## src/rtl/sram_pkg.sv

```systemverilog
// sram_pkg: default SRAM widths plus FSM and owner encodings shared by the arbiter files
package sram_pkg;
    localparam int SRAM_ADDR_W = 19;
    localparam int SRAM_DATA_W = 16;
    typedef enum logic [1:0] {IDLE, SETUP, ACCESS, RECOVER} state_t;
    typedef enum logic {OWN_A, OWN_B} owner_t;
endpackage

```

## src/rtl/sram_rr_arbiter.sv

```systemverilog
// sram_rr_arbiter: two-way round-robin grant; a tie goes to whichever side was not granted last
module sram_rr_arbiter import sram_pkg::*; (
    input  logic clk,
    input  logic rst,
    input  logic en,
    input  logic a_req,
    input  logic b_req,
    output logic a_gnt,
    output logic b_gnt
);
    owner_t last_grant;
    always_comb begin
        a_gnt = en && a_req && (!b_req || last_grant == OWN_B);
        b_gnt = en && b_req && (!a_req || last_grant == OWN_A);
    end
    always_ff @(posedge clk or negedge rst)
        if (!rst) last_grant <= OWN_B;
        else if (a_gnt) last_grant <= OWN_A;
        else if (b_gnt) last_grant <= OWN_B;
endmodule

```

## src/rtl/sram_arbiter.sv

```systemverilog
// sram_arbiter: shares one asynchronous SRAM between requesters A and B and sequences its strobes
module sram_arbiter import sram_pkg::*; #(
    parameter int WAIT_CYCLES = 2,
    parameter int ADDR_W      = SRAM_ADDR_W,
    parameter int DATA_W      = SRAM_DATA_W
) (
    input  logic              clk,
    input  logic              rst,
    input  logic              a_valid,
    output logic              a_ready,
    input  logic              a_we,
    input  logic [ADDR_W-1:0] a_addr,
    input  logic [DATA_W-1:0] a_wdata,
    input  logic [1:0]        a_be,
    output logic              a_rvalid,
    output logic [DATA_W-1:0] a_rdata,
    input  logic              b_valid,
    output logic              b_ready,
    input  logic              b_we,
    input  logic [ADDR_W-1:0] b_addr,
    input  logic [DATA_W-1:0] b_wdata,
    input  logic [1:0]        b_be,
    output logic              b_rvalid,
    output logic [DATA_W-1:0] b_rdata,
    output logic              busy,
    output logic [ADDR_W-1:0] ram_adr,
    output logic [DATA_W-1:0] ram_dat_o,
    output logic              ram_dat_oe,
    input  logic [DATA_W-1:0] ram_dat_i,
    output logic              ram_cs_n,
    output logic              ram_oe_n,
    output logic              ram_we_n,
    output logic              ram_lb_n,
    output logic              ram_ub_n
);
    state_t state, state_n;
    owner_t owner, nx_owner;
    logic [3:0] cnt;
    logic req_we, nx_we, gnt, last_acc, active_n;
    logic [1:0] req_be, nx_be;
    logic [ADDR_W-1:0] nx_adr;
    logic [DATA_W-1:0] nx_dat;

    sram_rr_arbiter u_arb (
        .clk   (clk),
        .rst   (rst),
        .en    (state == IDLE),
        .a_req (a_valid),
        .b_req (b_valid),
        .a_gnt (a_ready),
        .b_gnt (b_ready)
    );

    assign gnt      = a_ready || b_ready;
    assign busy     = state != IDLE;
    assign last_acc = state == ACCESS && cnt == 4'd0;

    // Pins are registered, so everything is computed for the state being entered.
    always_comb begin
        state_n  = state == IDLE   ? (gnt ? SETUP : IDLE) :
                   state == SETUP  ? ACCESS :
                   state == ACCESS ? (last_acc ? RECOVER : ACCESS) : IDLE;
        nx_we    = a_ready ? a_we    : b_ready ? b_we    : req_we;
        nx_be    = a_ready ? a_be    : b_ready ? b_be    : req_be;
        nx_adr   = a_ready ? a_addr  : b_ready ? b_addr  : ram_adr;
        nx_dat   = a_ready ? a_wdata : b_ready ? b_wdata : ram_dat_o;
        nx_owner = a_ready ? OWN_A   : b_ready ? OWN_B   : owner;
        active_n = state_n == SETUP || state_n == ACCESS;
    end

    always_ff @(posedge clk or negedge rst)
        if (!rst) begin
            state      <= IDLE;
            owner      <= OWN_A;
            cnt        <= 4'd0;
            req_we     <= 1'b0;
            req_be     <= 2'b00;
            ram_adr    <= '0;
            ram_dat_o  <= '0;
            ram_dat_oe <= 1'b0;
            ram_cs_n   <= 1'b1;
            ram_oe_n   <= 1'b1;
            ram_we_n   <= 1'b1;
            ram_lb_n   <= 1'b1;
            ram_ub_n   <= 1'b1;
            a_rvalid   <= 1'b0;
            b_rvalid   <= 1'b0;
            a_rdata    <= '0;
            b_rdata    <= '0;
        end else begin
            state      <= state_n;
            owner      <= nx_owner;
            cnt        <= state == ACCESS ? cnt - 4'd1 : 4'(WAIT_CYCLES - 1);
            req_we     <= nx_we;
            req_be     <= nx_be;
            ram_adr    <= nx_adr;
            ram_dat_o  <= nx_dat;
            ram_dat_oe <= state_n != IDLE && nx_we;
            ram_cs_n   <= !active_n;
            ram_oe_n   <= !(active_n && !nx_we);
            ram_we_n   <= !(state_n == ACCESS && nx_we);
            ram_lb_n   <= !(active_n && nx_be[0]);
            ram_ub_n   <= !(active_n && nx_be[1]);
            a_rvalid   <= last_acc && !req_we && owner == OWN_A;
            b_rvalid   <= last_acc && !req_we && owner == OWN_B;
            if (last_acc && !req_we && owner == OWN_A) a_rdata <= ram_dat_i;
            if (last_acc && !req_we && owner == OWN_B) b_rdata <= ram_dat_i;
        end
endmodule
```

## config.mk

```make
export PLATFORM = sky130hd
export DESIGN_NAME = sram_arbiter
export DESIGN_NICKNAME = d
export VERILOG_FILES = /design/src/rtl/sram_pkg.sv /design/src/rtl/sram_rr_arbiter.sv /design/src/rtl/sram_arbiter.sv
export SDC_FILE = /design/constraint.sdc
export NUM_CORES = 1
export LEC_CHECK = 0
export CAP_MARGIN = 5
export CORE_AREA = 2 2 99 101
export CTS_CLUSTER_DIAMETER = 50
export CTS_CLUSTER_SIZE = 25
export DETAILED_ROUTE_END_ITERATION = 6
export DIE_AREA = 0 0 101 103
export PLACE_DENSITY_LB_ADDON = 0.05
export SLEW_MARGIN = 40
export SYNTH_ARGS = -nofsm -noshare
export SYNTH_HDL_FRONTEND = slang
export SYNTH_SLANG_ARGS = --single-unit
```

## constraint.sdc

```tcl
create_clock -name clk -period 2.75 [get_ports clk]
set_input_delay 0.55 -clock clk [delete_from_list [all_inputs] [get_ports clk]]
set_output_delay 0.55 -clock clk [all_outputs]
set_load 0.005 [all_outputs]
```

==> impl_metrics.py, run 1 <==
metrics = {
    "placement": {
        "place_hpwl_um": 6780,
        "gp_congestion": 0.740,
        "io_buffers": 173,
        "placedCellCount": 542,
        "dpl_worst_slack_ns": 0.0680,
    },
    "sta": {
        "relSlewSlack": 0.675,
        "finalCriticalPeriod_ns": 2.68,
        "rsz0062_at_grt": "no",
        "worstMarginPinSlew_ns": 0.487,
        "hold_ws_ns": 0.152,
        "tns_ns": 0,
        "final_hold_viol_count": 0,
        "final.setup_skew_ns": 0.0101,
        "max_freq_ghz": 0.373,
        "fin_crit_sh": 0.975,
        "layout_setup_ws_ns": 0.0686,
        "setup_viol": 0,
        "slew_viol_final": 0,
    },
    "setup_path": {
        "rrSetupSlack_ns": 0.66,
        "criticalPathCategory": "in2out",
        "critical_path_required_ns": 2.20,
        "reg2reg_depth": 8,
        "r2r_end": "ram_oe_n",
        "cp-end-kind": "primary output",
        "worstPathArrival_ns": 2.13,
        "start_kind": "input pin",
        "cp_max_fo": 4,
        "r2r_start": "state[0]",
    },
    "clocking": {
        "numCtsBuffers": 9,
        "cts_root_buf": "clkbuf_8",
        "clkSinkCount": 86,
        "cts_buffer_depth": 2,
        "cts.clk_slew.worst_paths_ns": 0.08,
        "cts-htree-levels": 3,
        "clk_latency_ns": 0.35,
        "cts_tree": "yes",
    },
    "power": {
        "p_sw_uw": 1770,
        "cell_internal_pwr_uw": 4050,
        "p_total_uw": 5820,
        "p_per_area_mw_per_mm2": 1030,
        "power_frac_seq": 0.379,
        "p_comb_frac": 0.484,
        "vdd_drop_max_mv": 0.461,
        "p_clk_frac": 0.138,
        "p_sw_frac": 0.304,
        "leakagePower_uw": 0.00240,
    },
    "floorplan": {
        "die_area_mm2": 0.0104,
        "core_mm2": 0.00946,
        "start_util": 0.387,
        "row_count": 36,
        "dieWidth_um": 101,
        "die_h_um": 103,
        "ios": 174,
    },
    "logic_synthesis": {
        "yosysTopAreaCell": "dfrtp_1",
        "synthArstFlopShare": 1.00,
        "synth_area_per_cell_um2": 14.1,
        "synth_top_area_share": 0.547,
        "ys_types": 38,
        "synth_area_mm2": 0.00366,
        "ys_warn_count": 0,
        "synthFlopType": "dfrtp_1",
        "ys_ff_latch": 86,
        "synthCells": 260,
        "ys_top_cells_by_area": "dfrtp_1 (55%), a221o_1 (9.6%), and2_1 (6.5%), dfstp_2 (4.3%), mux2_2 (4.3%)",
        "syn_nets": 362,
        "ys_seq_area_frac": 0.590,
        "synth_edf_count": 0,
    },
    "cells_and_area": {
        "final_cell_mix": "clkdlybuf4s50_1 (172), dfrtp_1 (80), and2_1 (38)",
        "num-fill-cells": 812,
        "multiInputGateArea_mm2": 0.00134,
        "layout_commonest_cell": "clkdlybuf4s50_1",
        "final_cells": 558,
        "finalNetCount": 541,
        "area_growth_pct": 54.8,
        "drive_gt1_frac": 0.137,
        "diodes": 0,
        "seqCellArea_mm2": 0.00216,
    },
    "detailed_routing": {
        "avgRoutedWirePerCell_um": 17.1,
        "via_per_inst": 5.10,
        "ant_nets": 0,
        "drcViolationCount": 0,
        "drtIter0Drc": 67,
        "wirelength_um": 9520,
        "dr.pass1.iters": 4,
        "via_count": 2845,
    },
    "global_routing": {
        "antenna_found_initial": 0,
        "grt_max_degree": 52,
        "grt_pass1_vias": 2825,
        "grt-ovfl-total": 0,
        "grtUsageTotal": 0.180,
        "grt_pass1_wl_um": 14300,
    },
    "outcome": {
        "status": "finished, final reports clean",
    },
    "min_path": {
        "hp-class": "in2async",
    },
    "run": {
        "maxCapViolCount": 0,
    },
}
[flip-flops by register name, indices dropped and copies added, names as in the netlist]
name              flops
ram_we_n              1
ram_dat_o            16
req_be                2
a_rdata              16
owner                 1
b_rdata              16
ram_adr              19
b_rvalid              1
ram_lb_n              1
req_we                1
a_rvalid              1
ram_ub_n              1
u_arb.last_grant      1
ram_oe_n              1
ram_cs_n              1
cnt                   4
ram_dat_oe            1
state                 2
[area by class of cell]
| type | count | share of cell area |
|---|---|---|
| flip-flops and latches | 86 | 0.381 |
| repair buffers | 180 | 0.317 |
| multi-input cells | 150 | 0.237 |
| well taps | 114 | 0.0252 |
| clock buffers | 11 | 0.0250 |
| inverters | 12 | 0.00884 |
| clock inverters | 5 | 0.00619 |
[synth_stat cells (2+ instances only)]
| cell type | n |
|---|---|
| dfrtp_1 | 80 |
| and2_1 | 38 |
| a221o_1 | 35 |
| mux2_2 | 14 |
| inv_1 | 11 |
| mux2_1 | 9 |
| mux2_4 | 9 |
| dfstp_2 | 6 |
| ha_1 | 6 |
| nand2_1 | 4 |
| nor3_1 | 4 |
| o21ai_0 | 4 |
| a311o_1 | 3 |
| a31oi_1 | 3 |
| buf_2 | 3 |
| buf_8 | 3 |
| clkbuf_1 | 3 |
| nand3_1 | 3 |
| buf_6 | 2 |
| xor2_1 | 2 |
[cells by family after synthesis]
group / after synthesis / share of synthesized area
flops: 86 / 0.590
simple gates: 60 / 0.107
compound gates: 50 / 0.125
mux: 32 / 0.108
buf+inv: 24 / 0.0448
fa+ha+maj: 6 / 0.0205
xor+xnor: 2 / 0.00479
[stage by stage]
stage	instance area, um2	util
after global placement	5490	0.580
after CTS	5660	0.599
after global routing	5660	0.599
after floorplan	3660	-
after detailed placement	5490	0.580
final	5660	0.599
[how the worst max path moves through the flow]
stage	startpoint	endpoint	slack [ns]	cells after the start
floorplan	state[0]	ram_oe_n	0.84	9
global placement	a_valid	a_ready	0.10	5
detailed placement	a_valid	a_ready	0.07	5
CTS	state[0]	a_ready	0.03	6
global route	state[1]	a_ready	0.02	6
finish	a_valid	a_ready	0.07	5
[critical path: stages]
cell and delay [ns]:
clkdlybuf4s50_1 0.56, nand2_2 0.08, or2_1 0.31, inv_6 0.07
clkdlybuf4s50_1 0.56
[power by group through the flow]
stage          registers (uW)  clock network (uW)  logic [uW]
6_report                 2200                 801        2810
5_1_grt                  2290                 897        3060
4_1_cts                  2210                 832        2850
3_5_place_dp             2220                   0        2840
3_3_place_gp             2210                   0        2790
2_1_floorplan            2250                   0        1250
[what timing repair did]
action | CTS | global route
resized for setup | 0 | 1
hold buffers | 0 | 0
endpoints found under the setup margin | 0 | 1
buffers inserted | 0 | 0
[metal layers]
layer  routed length (um)  GRT usage  vias to the layer above
met5                    0          0                        -
met4                  123     0.0603                        0
met3                  740     0.0563                       11
met2                 4540      0.297                      121
met1                 4120      0.227                     1405
li1                     -          -                     1308
Power figures use the tool's default switching activity.
==> inputs of run 2 (changes only) <==
- CTS_BUF_LIST: default -> sky130_fd_sc_hd__clkbuf_8
- PLACE_DENSITY_LB_ADDON: 0.05 -> 0.3
==> impl_metrics.py, run 2 (same netlist as run 1, synthesis figures left out) <==
metrics = {
    "setup_path": {
        "cp_max_fo": 6,
        "cp-end-kind": "primary output",
        "critical_path.max_stage_delay_ns": 0.58,
        "worstPathCellList": "clkdlybuf4s50_1 > nand2_2 > or2_1 > inv_6 > clkdlybuf4s50_1",
        "slowest_stage": "clkdlybuf4s50_1",
        "r2r_start": "state[0]",
        "r2r_end": "ram_oe_n",
        "critical_path_required_ns": 2.20,
        "criticalPathCategory": "in2out",
        "worstPathArrival_ns": 2.13,
        "critPathBufInv": 3,
        "critical-path-top-delay-family": "buffers and inverters",
        "reg2reg_depth": 8,
        "rrSetupSlack_ns": 0.64,
        "cpMostUsedCell": "clkdlybuf4s50_1",
        "start_kind": "input pin",
    },
    "clocking": {
        "clkSinkCount": 86,
        "numCtsBuffers": 9,
        "cts_hold_buffers": 0,
        "cts_tree": "yes",
        "cts_buffer_depth": 2,
        "cts.clk_slew.worst_paths_ns": 0.08,
        "cts-htree-levels": 3,
        "clk_latency_ns": 0.36,
        "cts_root_buf": "clkbuf_8",
    },
    "placement": {
        "gp_congestion": 0.934,
        "io_buffers": 173,
        "dpl_worst_slack_ns": 0.0791,
        "place_hpwl_um": 6950,
    },
    "cells_and_area": {
        "final_cell_mix": "clkdlybuf4s50_1 (172), dfrtp_1 (80), and2_1 (38)",
        "fin_util": 0.602,
        "finalNetCount": 540,
        "layout_commonest_cell": "clkdlybuf4s50_1",
        "diodes": 0,
        "area_growth_pct": 55.7,
        "largest_register_ffs": 19,
        "regMostFlops": "ram_adr",
        "drive_gt1_frac": 0.138,
    },
    "run": {
        "maxCapViolCount": 0,
    },
    "floorplan": {
        "die_area_mm2": 0.0104,
        "ios": 174,
        "row_count": 36,
        "die_h_um": 103,
        "core_mm2": 0.00946,
        "start_util": 0.387,
        "dieWidth_um": 101,
    },
    "detailed_routing": {
        "ant_nets": 0,
        "dr.pass1.iters": 5,
        "drcViolationCount": 0,
        "via_count": 2870,
        "via_per_inst": 5.15,
        "wirelength_um": 9600,
        "drtIter0Drc": 83,
        "avgRoutedWirePerCell_um": 17.2,
    },
    "sta": {
        "layout_setup_ws_ns": 0.0718,
        "final.setup_skew_ns": 0.00867,
        "max_freq_ghz": 0.373,
        "relSlewSlack": 0.599,
        "final_hold_viol_count": 0,
        "setup_viol": 0,
        "tns_ns": 0,
        "fin_crit_sh": 0.974,
        "slew_viol_final": 0,
        "worstMarginPinSlew_ns": 0.601,
        "rsz0062_at_grt": "no",
        "finalCriticalPeriod_ns": 2.68,
        "hold_ws_ns": 0.193,
    },
    "global_routing": {
        "grt_max_degree": 47,
        "grt_pass1_wl_um": 14900,
        "grt-ovfl-total": 0,
        "grtUsageTotal": 0.189,
        "grt_pass1_vias": 3048,
        "antenna_found_initial": 0,
    },
    "power": {
        "leakagePower_uw": 0.00241,
        "p_per_area_mw_per_mm2": 1050,
        "vdd_drop_max_mv": 0.488,
    },
    "outcome": {
        "status": "finished, final reports clean",
    },
    "min_path": {
        "hp-class": "in2async",
    },
}
==> run 2: changes by cell type in the layout (fill, tap and decap cells not counted), sizes merged <==
cell    before  now
buf          8    7
bufinv       0    1
clkinv       4    2
inv         12   13
==> run 2: layout make-up <==
class / instances / area, um2
clock buffers: 11 / 151
clock inverters: 5 / 56.3
fillers: 788 / 3760
inverters: 12 / 50.0
multi-input cells: 150 / 1350
flip-flops and latches: 86 / 2160
well taps: 114 / 143
repair buffers: 179 / 1790
==> run 2: per-layer routing <==
| metal | global-route usage | vias up | routed length (um) |
|---|---|---|---|
| li1 | - | 1311 | - |
| met1 | 0.221 | 1411 | 3970 |
| met3 | 0.0576 | 16 | 848 |
| met2 | 0.320 | 132 | 4590 |
| met5 | 0 | - | 0 |
| met4 | 0.0873 | 0 | 191 |
==> run 2: worst register-to-register path, delay by kind of cell, from the launching register on <==
kind	cells	cell delay (ns)
adder cells (fa/ha/maj)	2	0.56
buffers and inverters	2	0.20
flip-flops	1	0.39
AND/OR/NAND/NOR	2	0.48
AO/OA/AOI/OAI	2	0.40
==> run 2: what timing repair did <==
| item | 4_1_cts | 5_1_grt |
|---|---|---|
| gates resized for setup | 1 | 1 |
| setup endpoints to repair | 1 | 1 |
| buffers inserted | 0 | 0 |
==> run 2: worst max-delay path by stage <==
| stage | startpoint | to | slack, ns | cells after the start |
|---|---|---|---|---|
| 6_report | a_valid | a_ready | 0.07 | 5 |
| 3_5_place_dp | a_valid | a_ready | 0.08 | 5 |
| 4_1_cts | state[1] | a_ready | 0.08 | 6 |
| 5_1_grt | a_valid | a_ready | 0.03 | 5 |
| 2_1_floorplan | state[0] | ram_oe_n | 0.84 | 9 |
| 3_3_place_gp | a_valid | a_ready | 0.11 | 5 |
==> run 2: per-stage QoR <==
| step | cell area, um2 | instances | power, uW |
|---|---|---|---|
| after detailed placement | 5480 | 541 | 5070 |
| after CTS | 5690 | 557 | 6030 |
| after global routing | 5700 | 557 | 6410 |
| after floorplan | 3660 | 260 | 3500 |
| after global placement | 5480 | 541 | 4980 |
| final | 5700 | 557 | 5970 |
==> run 2: report_power, final <==
| part | total, uW | leakage [uW] | switching [uW] | internal, uW |
|---|---|---|---|---|
| clock | 921 | 0.000106 | 451 | 470 |
| combinational | 2830 | 0.00128 | 1020 | 1810 |
| sequential | 2210 | 0.00103 | 308 | 1900 |
==> inputs of run 3 (changes only) <==
- CORE_AREA: 2 2 99 101 -> 2 2 97 99
- DIE_AREA: 0 0 101 103 -> 0 0 99 101
==> impl_metrics.py, run 3 (same netlist as run 1, synthesis figures left out) <==
metrics = {
    "floorplan": {
        "ios": 174,
        "dieWidth_um": 99,
        "die_h_um": 101,
        "core_mm2": 0.00898,
        "die_area_mm2": 0.0100,
        "row_count": 35,
        "start_util": 0.408,
    },
    "power": {
        "cell_internal_pwr_uw": 4290,
        "leakagePower_uw": 0.00245,
        "p_comb_frac": 0.463,
        "p_per_area_mw_per_mm2": 1060,
        "power_frac_seq": 0.367,
        "vdd_drop_max_mv": 0.467,
        "p_clk_frac": 0.170,
        "p_sw_uw": 1770,
        "p_sw_frac": 0.292,
        "p_total_uw": 6060,
    },
    "clocking": {
        "cts_buffer_depth": 2,
        "cts-htree-levels": 3,
        "post_cts_resized": 0,
        "cts.clk_slew.worst_paths_ns": 0.08,
        "clk_latency_ns": 0.34,
        "clkSinkCount": 86,
        "cts_tree": "yes",
        "cts_hold_buffers": 0,
        "post-cts-setup-buffer-count": 0,
        "cts_root_buf": "clkbuf_8",
        "numCtsBuffers": 9,
    },
    "sta": {
        "slew_viol_final": 0,
        "finalCriticalPeriod_ns": 2.65,
        "max_freq_ghz": 0.378,
        "setup_viol": 0,
        "worstMarginPinSlew_ns": 0.687,
        "tns_ns": 0,
        "relSlewSlack": 0.542,
        "final.setup_skew_ns": 0.0128,
        "final_hold_viol_count": 0,
        "fin_crit_sh": 0.962,
        "rsz0062_at_grt": "no",
    },
    "global_routing": {
        "grt_pass1_vias": 3024,
        "grt_max_degree": 78,
        "grt_pass1_wl_um": 15100,
        "antenna_found_initial": 0,
        "grt-busiest-layer": "met2",
        "met1_usage": 0.245,
        "grt-ovfl-total": 0,
        "grtUsageMet2": 0.311,
        "met3_usage": 0.0479,
        "grtUsageTotal": 0.190,
    },
    "cells_and_area": {
        "final_area_mm2": 0.00574,
        "seqCellArea_mm2": 0.00216,
        "final_cells": 558,
        "multiInputGateArea_mm2": 0.00134,
        "num-fill-cells": 690,
        "drive_gt1_frac": 0.143,
        "regMostFlops": "ram_adr",
        "layout_commonest_cell": "clkdlybuf4s50_1",
        "largest_register_ffs": 19,
        "diodes": 0,
        "final_cell_mix": "clkdlybuf4s50_1 (172), dfrtp_1 (80), and2_1 (38)",
        "finalNetCount": 544,
        "area_growth_pct": 56.8,
    },
    "run": {
        "maxCapViolCount": 0,
    },
    "setup_path": {
        "critical_path_required_ns": 2.20,
        "r2r_start": "state[0]",
        "rrSetupSlack_ns": 0.58,
        "cp-end-kind": "primary output",
        "cp_max_fo": 6,
        "reg2reg_depth": 8,
        "criticalPathCategory": "in2out",
        "worstPathArrival_ns": 2.10,
        "start_kind": "input pin",
        "r2r_end": "ram_oe_n",
    },
    "placement": {
        "placedCellCount": 542,
        "io_buffers": 173,
        "place_hpwl_um": 6960,
        "place_area_mm2": 0.00550,
        "gp_congestion": 0.869,
    },
    "outcome": {
        "status": "finished, final reports clean",
    },
    "detailed_routing": {
        "ant_nets": 0,
        "via_per_inst": 5.09,
        "drtIter0Drc": 94,
        "avgRoutedWirePerCell_um": 17.1,
        "wirelength_um": 9550,
        "drcViolationCount": 0,
        "via_count": 2842,
        "dr.pass1.iters": 4,
    },
    "min_path": {
        "hp-class": "in2async",
    },
}
==> run 3: how the worst max path moves through the flow <==
stage | startpoint | end | slack (ns) | cells after the start
floorplan | state[0] | ram_oe_n | 0.84 | 9
global placement | a_valid | a_ready | 0.14 | 5
detailed placement | a_valid | a_ready | 0.11 | 5
CTS | a_valid | a_ready | 0.11 | 5
global route | state[0] | a_ready | 0.05 | 6
finish | a_valid | a_ready | 0.10 | 5
==> run 3: per-layer routing <==
| metal | up-vias | wire [um] |
|---|---|---|
| met5 | - | 0 |
| met2 | 122 | 4670 |
| met1 | 1388 | 3940 |
| met4 | 0 | 219 |
| li1 | 1314 | - |
| met3 | 18 | 721 |
==> run 3: cell type report <==
| class | count | share of cell area |
|---|---|---|
| timing repair buffer | 183 | 0.315 |
| sequential | 86 | 0.376 |
| multi-input combinational | 150 | 0.233 |
| inverter | 12 | 0.00872 |
| clock buffer | 12 | 0.0288 |
| clock inverter | 4 | 0.0135 |
| tap | 111 | 0.0242 |
==> run 3: critical path: stages <==
cell and delay, ns:
clkdlybuf4s50_1 0.51, nand2_2 0.11, or2_1 0.30, inv_6 0.06
clkdlybuf4s50_1 0.56
==> run 3: stage by stage <==
stage               utilization  setup slack, ns  hold WS (ns)
floorplan                     -            0.842         0.254
global placement          0.612            0.140         0.450
detailed placement        0.612            0.108         0.457
CTS                       0.639            0.106         0.251
global route              0.639           0.0457         0.270
finish                    0.639            0.105         0.228
==> run 3: power groups by stage <==
| stage | registers, uW | logic [uW] | clock network, uW |
|---|---|---|---|
| 3_3_place_gp | 2220 | 2760 | 0 |
| 5_1_grt | 2310 | 3040 | 1110 |
| 2_1_floorplan | 2250 | 1250 | 0 |
| 6_report | 2220 | 2810 | 1030 |
| 4_1_cts | 2230 | 2850 | 1060 |
| 3_5_place_dp | 2240 | 2830 | 0 |
